File: src/rtl/pong_rally_ctrl.sv
// ---------------------------------------------------------------------------
// pong_rally_ctrl
// Pong game controller for an N-position one-hot LED field. Ball movement,
// paddle checks and serves advance only on clk edges where `tick` is high.
// Each player has a score counter that runs to WIN_SCORE, after which the
// game sits in GAME_OVER until a serve starts a new game. The player who
// loses a point serves the next ball.
//
// Ports:
//   clk        in   system clock, rising edge
//   rst        in   asynchronous active-high reset
//   tick       in   game-rate enable
//   serve      in   serve / new-game request (sampled on tick)
//   paddle1    in   player-1 paddle (field MSB end)
//   paddle2    in   player-2 paddle (field LSB end)
//   field      out  [FIELD_W]  one-hot ball, zero when idle, all ones at game over
//   p1_score   out  [SCORE_W]  player-1 points
//   p2_score   out  [SCORE_W]  player-2 points
//   p1_point   out  one-clk pulse when player 1 scores
//   p2_point   out  one-clk pulse when player 2 scores
//   game_over  out  high while in GAME_OVER
//   winner     out  0 = player 1 won, 1 = player 2 won (valid with game_over)
//
// Optional build macro: PONG_SPEEDUP_EN
//   When defined, each rally starts with the ball stepping on every second
//   tick, switching to every tick after SPEEDUP_HITS returns in that rally.
// ---------------------------------------------------------------------------
module pong_rally_ctrl #(
  parameter int FIELD_W      = 8,
  parameter int SCORE_W      = 4,
  parameter int WIN_SCORE    = 7,
  parameter int SPEEDUP_HITS = 4
) (
  input  logic               clk,
  input  logic               rst,
  input  logic               tick,
  input  logic               serve,
  input  logic               paddle1,
  input  logic               paddle2,
  output logic [FIELD_W-1:0] field,
  output logic [SCORE_W-1:0] p1_score,
  output logic [SCORE_W-1:0] p2_score,
  output logic               p1_point,
  output logic               p2_point,
  output logic               game_over,
  output logic               winner
);

  localparam int PW = $clog2(FIELD_W);

  localparam logic [PW-1:0]      POS_ONE = PW'(1);
  localparam logic [PW-1:0]      POS_MID = PW'(FIELD_W / 2);
  localparam logic [PW-1:0]      POS_MAX = PW'(FIELD_W - 1);
  localparam logic [SCORE_W-1:0] WIN_S   = SCORE_W'(WIN_SCORE);

  // Reject illegal parameter sets at elaboration
  if (FIELD_W < 3 || FIELD_W > 32 || WIN_SCORE < 1 ||
      WIN_SCORE > (2 ** SCORE_W) - 1 || SPEEDUP_HITS < 1) begin : g_param_check
    $error("pong_rally_ctrl: illegal parameter value");
  end

  typedef enum logic [1:0] {
    ST_IDLE  = 2'd0,
    ST_RALLY = 2'd1,
    ST_OVER  = 2'd2
  } state_t;

  state_t        state;
  logic [PW-1:0] pos;
  logic          dir;     // 1: moving toward P2 (pos decrements)
  logic          server;  // 0: P1 serves, 1: P2 serves

  logic               step_s;
  logic               at_end_s;
  logic               recv_paddle_s;
  logic               act_s;
  logic               hit_s;
  logic               miss_s;
  logic               launch_s;
  logic               newgame_s;
  logic [PW-1:0]      pos_next_s;
  logic [PW-1:0]      bounce_pos_s;
  logic [SCORE_W-1:0] p1_inc_s;
  logic [SCORE_W-1:0] p2_inc_s;

  function automatic logic [FIELD_W-1:0] onehot(input logic [PW-1:0] p);
    logic [FIELD_W-1:0] v;
    v    = {FIELD_W{1'b0}};
    v[p] = 1'b1;
    return v;
  endfunction

`ifdef PONG_SPEEDUP_EN
  localparam int HW = $clog2(SPEEDUP_HITS + 1);

  logic [HW-1:0] hits;
  logic          phase;   // slow mode: the ball acts when this is set
  logic          fast_s;

  assign fast_s = (hits >= HW'(SPEEDUP_HITS));
  assign step_s = fast_s | phase;
`else
  assign step_s = 1'b1;
`endif

  // Rally event decode: end-of-field detection, paddle selection, next position
  always_comb begin
    at_end_s      = (state == ST_RALLY) &&
                    ((dir && (pos == {PW{1'b0}})) || (!dir && (pos == POS_MAX)));
    // Only the receiver's paddle counts; the other one is ignored
    recv_paddle_s = dir ? paddle2 : paddle1;
    act_s         = tick && (state == ST_RALLY) && step_s;
    hit_s         = act_s && at_end_s && recv_paddle_s;
    miss_s        = act_s && at_end_s && !recv_paddle_s;
    launch_s      = tick && serve && (state == ST_IDLE);
    newgame_s     = tick && serve && (state == ST_OVER);
    pos_next_s    = dir ? (pos - POS_ONE) : (pos + POS_ONE);
    // After a hit the ball leaves the end it was sitting on
    bounce_pos_s  = dir ? POS_ONE : (POS_MAX - POS_ONE);
    p1_inc_s      = p1_score + SCORE_W'(1);
    p2_inc_s      = p2_score + SCORE_W'(1);
  end

`ifdef PONG_SPEEDUP_EN
  // Speed state: phase toggles every rally tick while slow, hits count returns
  always_ff @(posedge clk or posedge rst) begin
    if (rst) begin
      hits  <= {HW{1'b0}};
      phase <= 1'b0;
    end else if (launch_s || newgame_s || miss_s) begin
      hits  <= {HW{1'b0}};
      phase <= 1'b0;
    end else begin
      if (tick && (state == ST_RALLY) && !fast_s) begin
        phase <= ~phase;
      end else begin
        phase <= phase;
      end
      if (hit_s && !fast_s) begin
        hits <= hits + HW'(1);
      end else begin
        hits <= hits;
      end
    end
  end
`endif

  // Game FSM: ball motion, scoring, serve ownership and all registered outputs
  always_ff @(posedge clk or posedge rst) begin
    if (rst) begin
      state     <= ST_IDLE;
      pos       <= {PW{1'b0}};
      dir       <= 1'b0;
      server    <= 1'b0;
      field     <= {FIELD_W{1'b0}};
      p1_score  <= {SCORE_W{1'b0}};
      p2_score  <= {SCORE_W{1'b0}};
      p1_point  <= 1'b0;
      p2_point  <= 1'b0;
      game_over <= 1'b0;
      winner    <= 1'b0;
    end else begin
      // Point pulses last one clk regardless of tick
      p1_point <= 1'b0;
      p2_point <= 1'b0;
      if (tick) begin
        case (state)
          ST_IDLE: begin
            if (serve) begin
              pos   <= POS_MID;
              dir   <= ~server;  // P1 serves toward P2 and vice versa
              field <= onehot(POS_MID);
              state <= ST_RALLY;
            end else begin
              field <= {FIELD_W{1'b0}};
            end
          end
          ST_RALLY: begin
            if (step_s) begin
              if (at_end_s) begin
                if (recv_paddle_s) begin
                  dir   <= ~dir;
                  pos   <= bounce_pos_s;
                  field <= onehot(bounce_pos_s);
                end else if (dir) begin
                  // P2 missed: point to P1, P2 serves next
                  p1_score <= p1_inc_s;
                  p1_point <= 1'b1;
                  server   <= 1'b1;
                  if (p1_inc_s == WIN_S) begin
                    state     <= ST_OVER;
                    game_over <= 1'b1;
                    winner    <= 1'b0;
                    field     <= {FIELD_W{1'b1}};
                  end else begin
                    state <= ST_IDLE;
                    field <= {FIELD_W{1'b0}};
                  end
                end else begin
                  // P1 missed: point to P2, P1 serves next
                  p2_score <= p2_inc_s;
                  p2_point <= 1'b1;
                  server   <= 1'b0;
                  if (p2_inc_s == WIN_S) begin
                    state     <= ST_OVER;
                    game_over <= 1'b1;
                    winner    <= 1'b1;
                    field     <= {FIELD_W{1'b1}};
                  end else begin
                    state <= ST_IDLE;
                    field <= {FIELD_W{1'b0}};
                  end
                end
              end else begin
                pos   <= pos_next_s;
                field <= onehot(pos_next_s);
              end
            end else begin
              field <= onehot(pos);
            end
          end
          ST_OVER: begin
            if (serve) begin
              // New game only; the ball is launched by a later serve
              p1_score  <= {SCORE_W{1'b0}};
              p2_score  <= {SCORE_W{1'b0}};
              game_over <= 1'b0;
              server    <= 1'b0;
              field     <= {FIELD_W{1'b0}};
              state     <= ST_IDLE;
            end else begin
              field <= {FIELD_W{1'b1}};
            end
          end
          default: begin
            state <= ST_IDLE;
            field <= {FIELD_W{1'b0}};
          end
        endcase
      end
    end
  end

endmodule

File: config.mk
export PLATFORM = sky130hd
export DESIGN_NAME = pong_rally_ctrl
export DESIGN_NICKNAME = d
export VERILOG_FILES = /design/src/rtl/pong_rally_ctrl.sv
export SDC_FILE = /design/constraint.sdc
export NUM_CORES = 1
export LEC_CHECK = 0
export CAP_MARGIN = 5
export CORE_MARGIN = 2
export CORE_UTILIZATION = 50
export DETAILED_ROUTE_END_ITERATION = 12
export PLACE_DENSITY = 0.75
export SYNTH_ARGS = -nofsm -noshare
export SYNTH_HDL_FRONTEND = slang
export SYNTH_SLANG_ARGS = --single-unit
File: constraint.sdc
create_clock -name clk -period 3.3 [get_ports clk]
set_input_delay 0.66 -clock clk [delete_from_list [all_inputs] [get_ports clk]]
set_output_delay 0.66 -clock clk [all_outputs]
set_load 0.1 [all_outputs]
==> results of run 1 <==
sequential cells by signal, summed over array words and instances (netlist names):
signal and cells:
state 2, p1_score 4, winner 1, pos 3, server 1, p1_point 1, dir 1, p2_score 4
field 8, p2_point 1, game_over 1
cells in the final DEF, fill, tap and decap left out, drive strengths merged, types with 3 or more instances in the layout:
master,n
dfrtp,27
nor3,4
nor2b,5
buf,20
o21ai,14
ha,4
clkdlybuf4s50,5
a21oi,8
nand2,18
nor2,12
xor2,4
nand3,11
o221ai,3
a221oi,3
inv,12
mux2i,4
nand2b,6
clkbuf,3
synth_stat cells, types with 2 or more instances:
cell type / number
xor2_1: 4
a21o_1: 2
nand2b_1: 6
nor2_1: 12
dfrtp_1: 27
buf_2: 4
xnor2_1: 2
a21oi_1: 7
o21ai_0: 12
o21ai_1: 2
nor3_1: 4
nor2b_1: 5
nand2_1: 18
mux2i_1: 4
mux2_2: 2
a221oi_1: 3
clkbuf_1: 5
inv_1: 12
nor3b_1: 2
o21a_1: 2
nor4_1: 2
o221ai_1: 3
ha_1: 4
nand3_1: 11
a41oi_1: 2
kinds of logic (layout without fill, tap and decap cells):
family          count (synthesis)  in the layout
flops                          27             27
buf+inv                        22             41
simple gates                   65             65
fa+ha+maj                       5              5
xor+xnor                        6              6
mux                             6              6
compound gates                 47             47
path summary, 6_finish.rpt:
path | startpoint | to | slack, ns | cells after the start
min in group asynchronous | rst | p2_point$_DFF_PP0_ | 0.82 | 2
min reg2reg | game_over$_DFFE_PP0P_ | game_over$_DFFE_PP0P_ | 0.52 | 1
max in group asynchronous | rst | pos[2]$_DFFE_PP0P_ | 1.88 | 2
min | game_over$_DFFE_PP0P_ | game_over$_DFFE_PP0P_ | 0.52 | 1
max | dir$_DFFE_PP0P_ | field[4]$_DFFE_PP0P_ | 0.85 | 6
max reg2reg | dir$_DFFE_PP0P_ | field[4]$_DFFE_PP0P_ | 0.85 | 6
report_power, final:
part           switching [mW]  leakage [nW]  total, mW  internal, mW
clock                   0.105        0.0139      0.152        0.0466
combinational           0.879         0.503       1.22         0.340
sequential              0.145         0.337      0.579         0.434
worst max-delay path, cell delays in order, from the launching register on:
cell	delay, ns
dfrtp_1	0.64
fa_1	0.49
xor2_1	0.16
xnor2_1	0.52
nor3_1	0.14
a221oi_1	0.25
o21ai_0	0.13
metal layers:
layer	GRT usage, %	routed length (um)	up-vias
met5	0	0	-
met4	6.52	29	0
met3	1.92	157	4
met2	34.9	1610	43
met1	29.2	1630	640
li1	-	-	674
stage by stage:
stage / cell area [um^2] / total power [mW] / utilization (%)
5_1_grt: 1870 / 2.08 / 60.6
3_3_place_gp: 1840 / 1.79 / 59.6
2_1_floorplan: 1620 / 1.57 / -
3_5_place_dp: 1840 / 1.80 / 59.6
6_report: 1870 / 1.95 / 60.6
4_1_cts: 1870 / 1.96 / 60.6
area by class of cell:
class | count | area [um^2] | area share, %
clock buffers | 3 | 22.5 | 1.21
clock inverters | 1 | 7.51 | 0.402
inverters | 12 | 45.0 | 2.41
repair buffers | 25 | 200 | 10.7
multi-input cells | 129 | 860 | 46.1
well taps | 44 | 55.1 | 2.95
flip-flops and latches | 27 | 676 | 36.2
==> results.sh, run 1 <==
export IMPL_crit_required_ns=3.52
export IMPL_synth_area_mux_share_pct=3.86
export IMPL_leakage_nw=0.855
export IMPL_final_max_slew_viol_count=0
export IMPL_yosysWarnings=0
export IMPL_grt_pass1_wl_um=5820
export IMPL_dr_total_vias=1361
export IMPL_area_growth_pct=15.0
export IMPL_cts_buffers=3
export IMPL_syn_num_nets=189
export IMPL_fill_cells=292
export IMPL_status="finished, final reports clean"
export IMPL_slew_headroom_pct=35.0
export IMPL_cap_violations=0
export IMPL_critPathArrivalTime_ns=2.67
export IMPL_nets=209
export IMPL_drive_gt1_share_pct=15.2
export IMPL_portBuffers=25
export IMPL_antenna_found_initial=0
export IMPL_initial_utilization_pct=52.7
export IMPL_min_delay_path_class="flip-flop to flip-flop"
export IMPL_ios=26
export IMPL_cts_hold_fix_buffers=0
export IMPL_vias_per_cell=5.65
export IMPL_wirelength_um=3430
export IMPL_clk_pin_slew_ns=0.15
export IMPL_grt_start_max_net_pins=28
export IMPL_critPathMaxFanout=19
export IMPL_synth_seq_cells=27
export IMPL_synth_edff_count=0
export IMPL_cp_end_kind="flip-flop"
export IMPL_ant_nets=0
export IMPL_root_buffer="clkbuf_4"
export IMPL_setup_slack_ns=0.850
export IMPL_rsz0062_at_grt="false"
export IMPL_place_inst=237
export IMPL_die_area_mm2=0.00372
export IMPL_die_x_um=61.0
export IMPL_synthSimpleGateAreaFrac_pct=21.0
export IMPL_synth_cell_types=46
export IMPL_postCtsSetupBuffers=0
export IMPL_grt_overflow=0
export IMPL_period_minus_slack_ns=2.45
export IMPL_synth_xor_area_share_pct=3.24
export IMPL_drcViolationCount=0
export IMPL_yosys_top_cells_area="dfrtp_1 42%, nand2_1 4.2%, o21ai_0 3.7%"
export IMPL_period_share_pct=74.2
export IMPL_grt_usage_pct=21.0
export IMPL_die_h_um=61.0
export IMPL_yosys_area_top_type="dfrtp_1"
export IMPL_clock_sinks=27
export IMPL_final_cell_count_no_fill=241
export IMPL_yosys_area_top_type_share_pct=41.6
export IMPL_synth_compound_area_share_pct=20.6
export IMPL_ys_flop_type="dfrtp_1"
export IMPL_cts_tree="built"
export IMPL_syn_area_mm2=0.00162
export IMPL_routedWlPerCell_um=14.2
export IMPL_post_cts_resized=0
export IMPL_diodes=0
export IMPL_post_dp_hpwl_um=2570
export IMPL_cts_htree_levels=1
export IMPL_gp_congestion=0.824
export IMPL_initialDrtViolationCount=77
export IMPL_async_flop_share_pct=100
export IMPL_clk_latency_ns=0.34
export IMPL_netlist_instances=178
export IMPL_max_freq_ghz=0.408
export IMPL_setup_viol=0
export IMPL_peakVddDrop_mv=0.518
export IMPL_hold_viol=0
export IMPL_synth_avg_cell_area_um2=9.12
export IMPL_synth_top_family_by_area="simple AND/OR/NAND/NOR gates"
export IMPL_cts_buffer_depth=2
export IMPL_pre_cts_slack_ns=0.603
export IMPL_tightest_slew_ns=0.974
export IMPL_fin_tns_setup_ns=0
export IMPL_critPathLaunchType="flip-flop"
export IMPL_path_class="flip-flop to flip-flop"
export IMPL_power_density_mw_per_mm2=1050
export IMPL_finClkSkew_ns=0.00922
export IMPL_yosysSeqAreaShare_pct=41.6
export IMPL_first_pass_iters=4
export IMPL_rows=20
export IMPL_holdWs_ns=0.524
export IMPL_core_mm2=0.00308
export IMPL_synthAdderAreaFrac_pct=4.32
export IMPL_grt_pass1_vias=1246
No activity file was read; power rests on OpenSTA's default activity.
==> inputs of run 2 (changes only) <==
- clock period: 3.3 -> 2.3 ns (I/O delays scaled with it)
==> run 2 against run 1 <==
Against the previous run: critical path depth stayed put; maximum frequency increased by 20%; flip-flop and latch count is the same; die area is the same; clock skew decreased by 0.0035 ns; critical endpoint is now pos[2]$_DFFE_PP0P_; largest cell class unchanged.
==> results.sh, run 2 (same netlist as run 1, synthesis figures left out) <==
export IMPL_initialDrtViolationCount=63
export IMPL_reg2regPathDepth=6
export IMPL_period_minus_slack_ns=2.04
export IMPL_min_delay_path_class="primary input to asynchronous set/reset pin"
export IMPL_fin_tns_setup_ns=0
export IMPL_slew_headroom_pct=64.8
export IMPL_power_total_mw=2.88
export IMPL_nets=217
export IMPL_die_area_mm2=0.00372
export IMPL_hold_viol=0
export IMPL_clk_pin_slew_ns=0.15
export IMPL_period_share_pct=88.8
export IMPL_routedWlPerCell_um=14.3
export IMPL_grt_pass1_vias=1316
export IMPL_post_dp_hpwl_um=2630
export IMPL_grt_start_max_net_pins=28
export IMPL_placed_area_mm2=0.00190
export IMPL_cts_htree_levels=1
export IMPL_wirelength_um=3560
export IMPL_cts_tree="built"
export IMPL_cts_buffers=3
export IMPL_clock_sinks=27
export IMPL_diodes=0
export IMPL_die_x_um=61.0
export IMPL_ant_nets=0
export IMPL_dr_total_vias=1400
export IMPL_rows=20
export IMPL_reg_top3="field (8), p1_score (4), p2_score (4)"
export IMPL_power_density_mw_per_mm2=1490
export IMPL_initial_utilization_pct=52.7
export IMPL_layout_commonest_cell="buf_4"
export IMPL_cap_violations=0
export IMPL_vias_per_cell=5.62
export IMPL_setup_viol=0
export IMPL_grt_usage_pct=21.4
export IMPL_root_buffer="clkbuf_4"
export IMPL_critPathMaxFanout=8
export IMPL_status="finished, final reports clean"
export IMPL_cts_buffer_depth=2
export IMPL_layout_common_cells="28 x buf_4, 27 x dfrtp_1, 18 x nand2_1"
export IMPL_crit_required_ns=2.58
export IMPL_critPathLaunchType="flip-flop"
export IMPL_holdWs_ns=0.459
export IMPL_final_cell_count_no_fill=249
export IMPL_peakVddDrop_mv=0.845
export IMPL_final_cell_area_mm2=0.00193
export IMPL_final_max_slew_viol_count=0
export IMPL_place_inst=245
export IMPL_largest_register_ffs=8
export IMPL_post_cts_resized=0
export IMPL_leakage_nw=0.900
export IMPL_max_freq_ghz=0.489
export IMPL_portBuffers=25
export IMPL_area_growth_pct=18.9
export IMPL_cp_end_kind="flip-flop"
export IMPL_fill_cells=275
export IMPL_drive_gt1_share_pct=18.5
export IMPL_path_class="flip-flop to flip-flop"
export IMPL_critPathArrivalTime_ns=2.33
export IMPL_core_mm2=0.00308
export IMPL_antenna_found_initial=0
export IMPL_die_h_um=61.0
export IMPL_largest_register="field"
export IMPL_finClkSkew_ns=0.00576
export IMPL_tightest_slew_ns=0.524
export IMPL_gp_congestion=0.833
export IMPL_drcViolationCount=0
export IMPL_first_pass_iters=4
export IMPL_grt_pass1_wl_um=5940
export IMPL_ios=26
export IMPL_postCtsSetupBuffers=0
export IMPL_grt_overflow=0
export IMPL_rsz0062_at_grt="false"
export IMPL_clk_latency_ns=0.34
export IMPL_cts_hold_fix_buffers=0
## run 2: routing by layer
metal / wire length (um) / GRT usage (%)
met3: 177 / 3.20
met5: 0 / 0
met4: 33 / 6.52
met1: 1610 / 28.9
met2: 1740 / 35.6
## run 2: final cells by class
type | instances | area (um^2) | area share (%)
inverters | 12 | 45.0 | 2.33
well taps | 44 | 55.1 | 2.85
multi-input cells | 129 | 867 | 44.9
repair buffers | 33 | 260 | 13.5
flip-flops and latches | 27 | 676 | 35.0
clock buffers | 4 | 26.3 | 1.36
## run 2: worst max-delay path, stage by stage (launching register included)
cell and delay [ns]:
dfrtp_1 0.43, buf_4 0.18, and4b_1 0.25, o21ai_1 0.46
inv_1 0.17, a221oi_1 0.37, a21o_1 0.13
## run 2: where the power goes
part | switching (mW) | total [mW] | internal [mW]
logic | 1.33 | 1.88 | 0.542
registers | 0.164 | 0.787 | 0.623
clock network | 0.146 | 0.215 | 0.0682
total | 1.64 | 2.88 | 1.23
## run 2: final timing paths
| path | from | endpoint | slack [ns] |
|---|---|---|---|
| max | pos[0]$_DFFE_PP0P_ | pos[2]$_DFFE_PP0P_ | 0.26 |
| min | rst | field[7]$_DFFE_PP0P_ | 0.46 |
| max reg2reg | pos[0]$_DFFE_PP0P_ | pos[2]$_DFFE_PP0P_ | 0.26 |
| min reg2reg | game_over$_DFFE_PP0P_ | game_over$_DFFE_PP0P_ | 0.52 |
| max in group asynchronous | rst | pos[2]$_DFFE_PP0P_ | 1.59 |
| min in group clk | game_over$_DFFE_PP0P_ | game_over$_DFFE_PP0P_ | 0.52 |
## run 2: through the flow
step           utilization [%]  setup WS (ns)
4_1_cts                   62.4          0.151
3_3_place_gp              61.6          0.198
5_1_grt                   62.7          0.138
6_report                  62.7          0.256
3_5_place_dp              61.6          0.176
2_1_floorplan                -          0.130
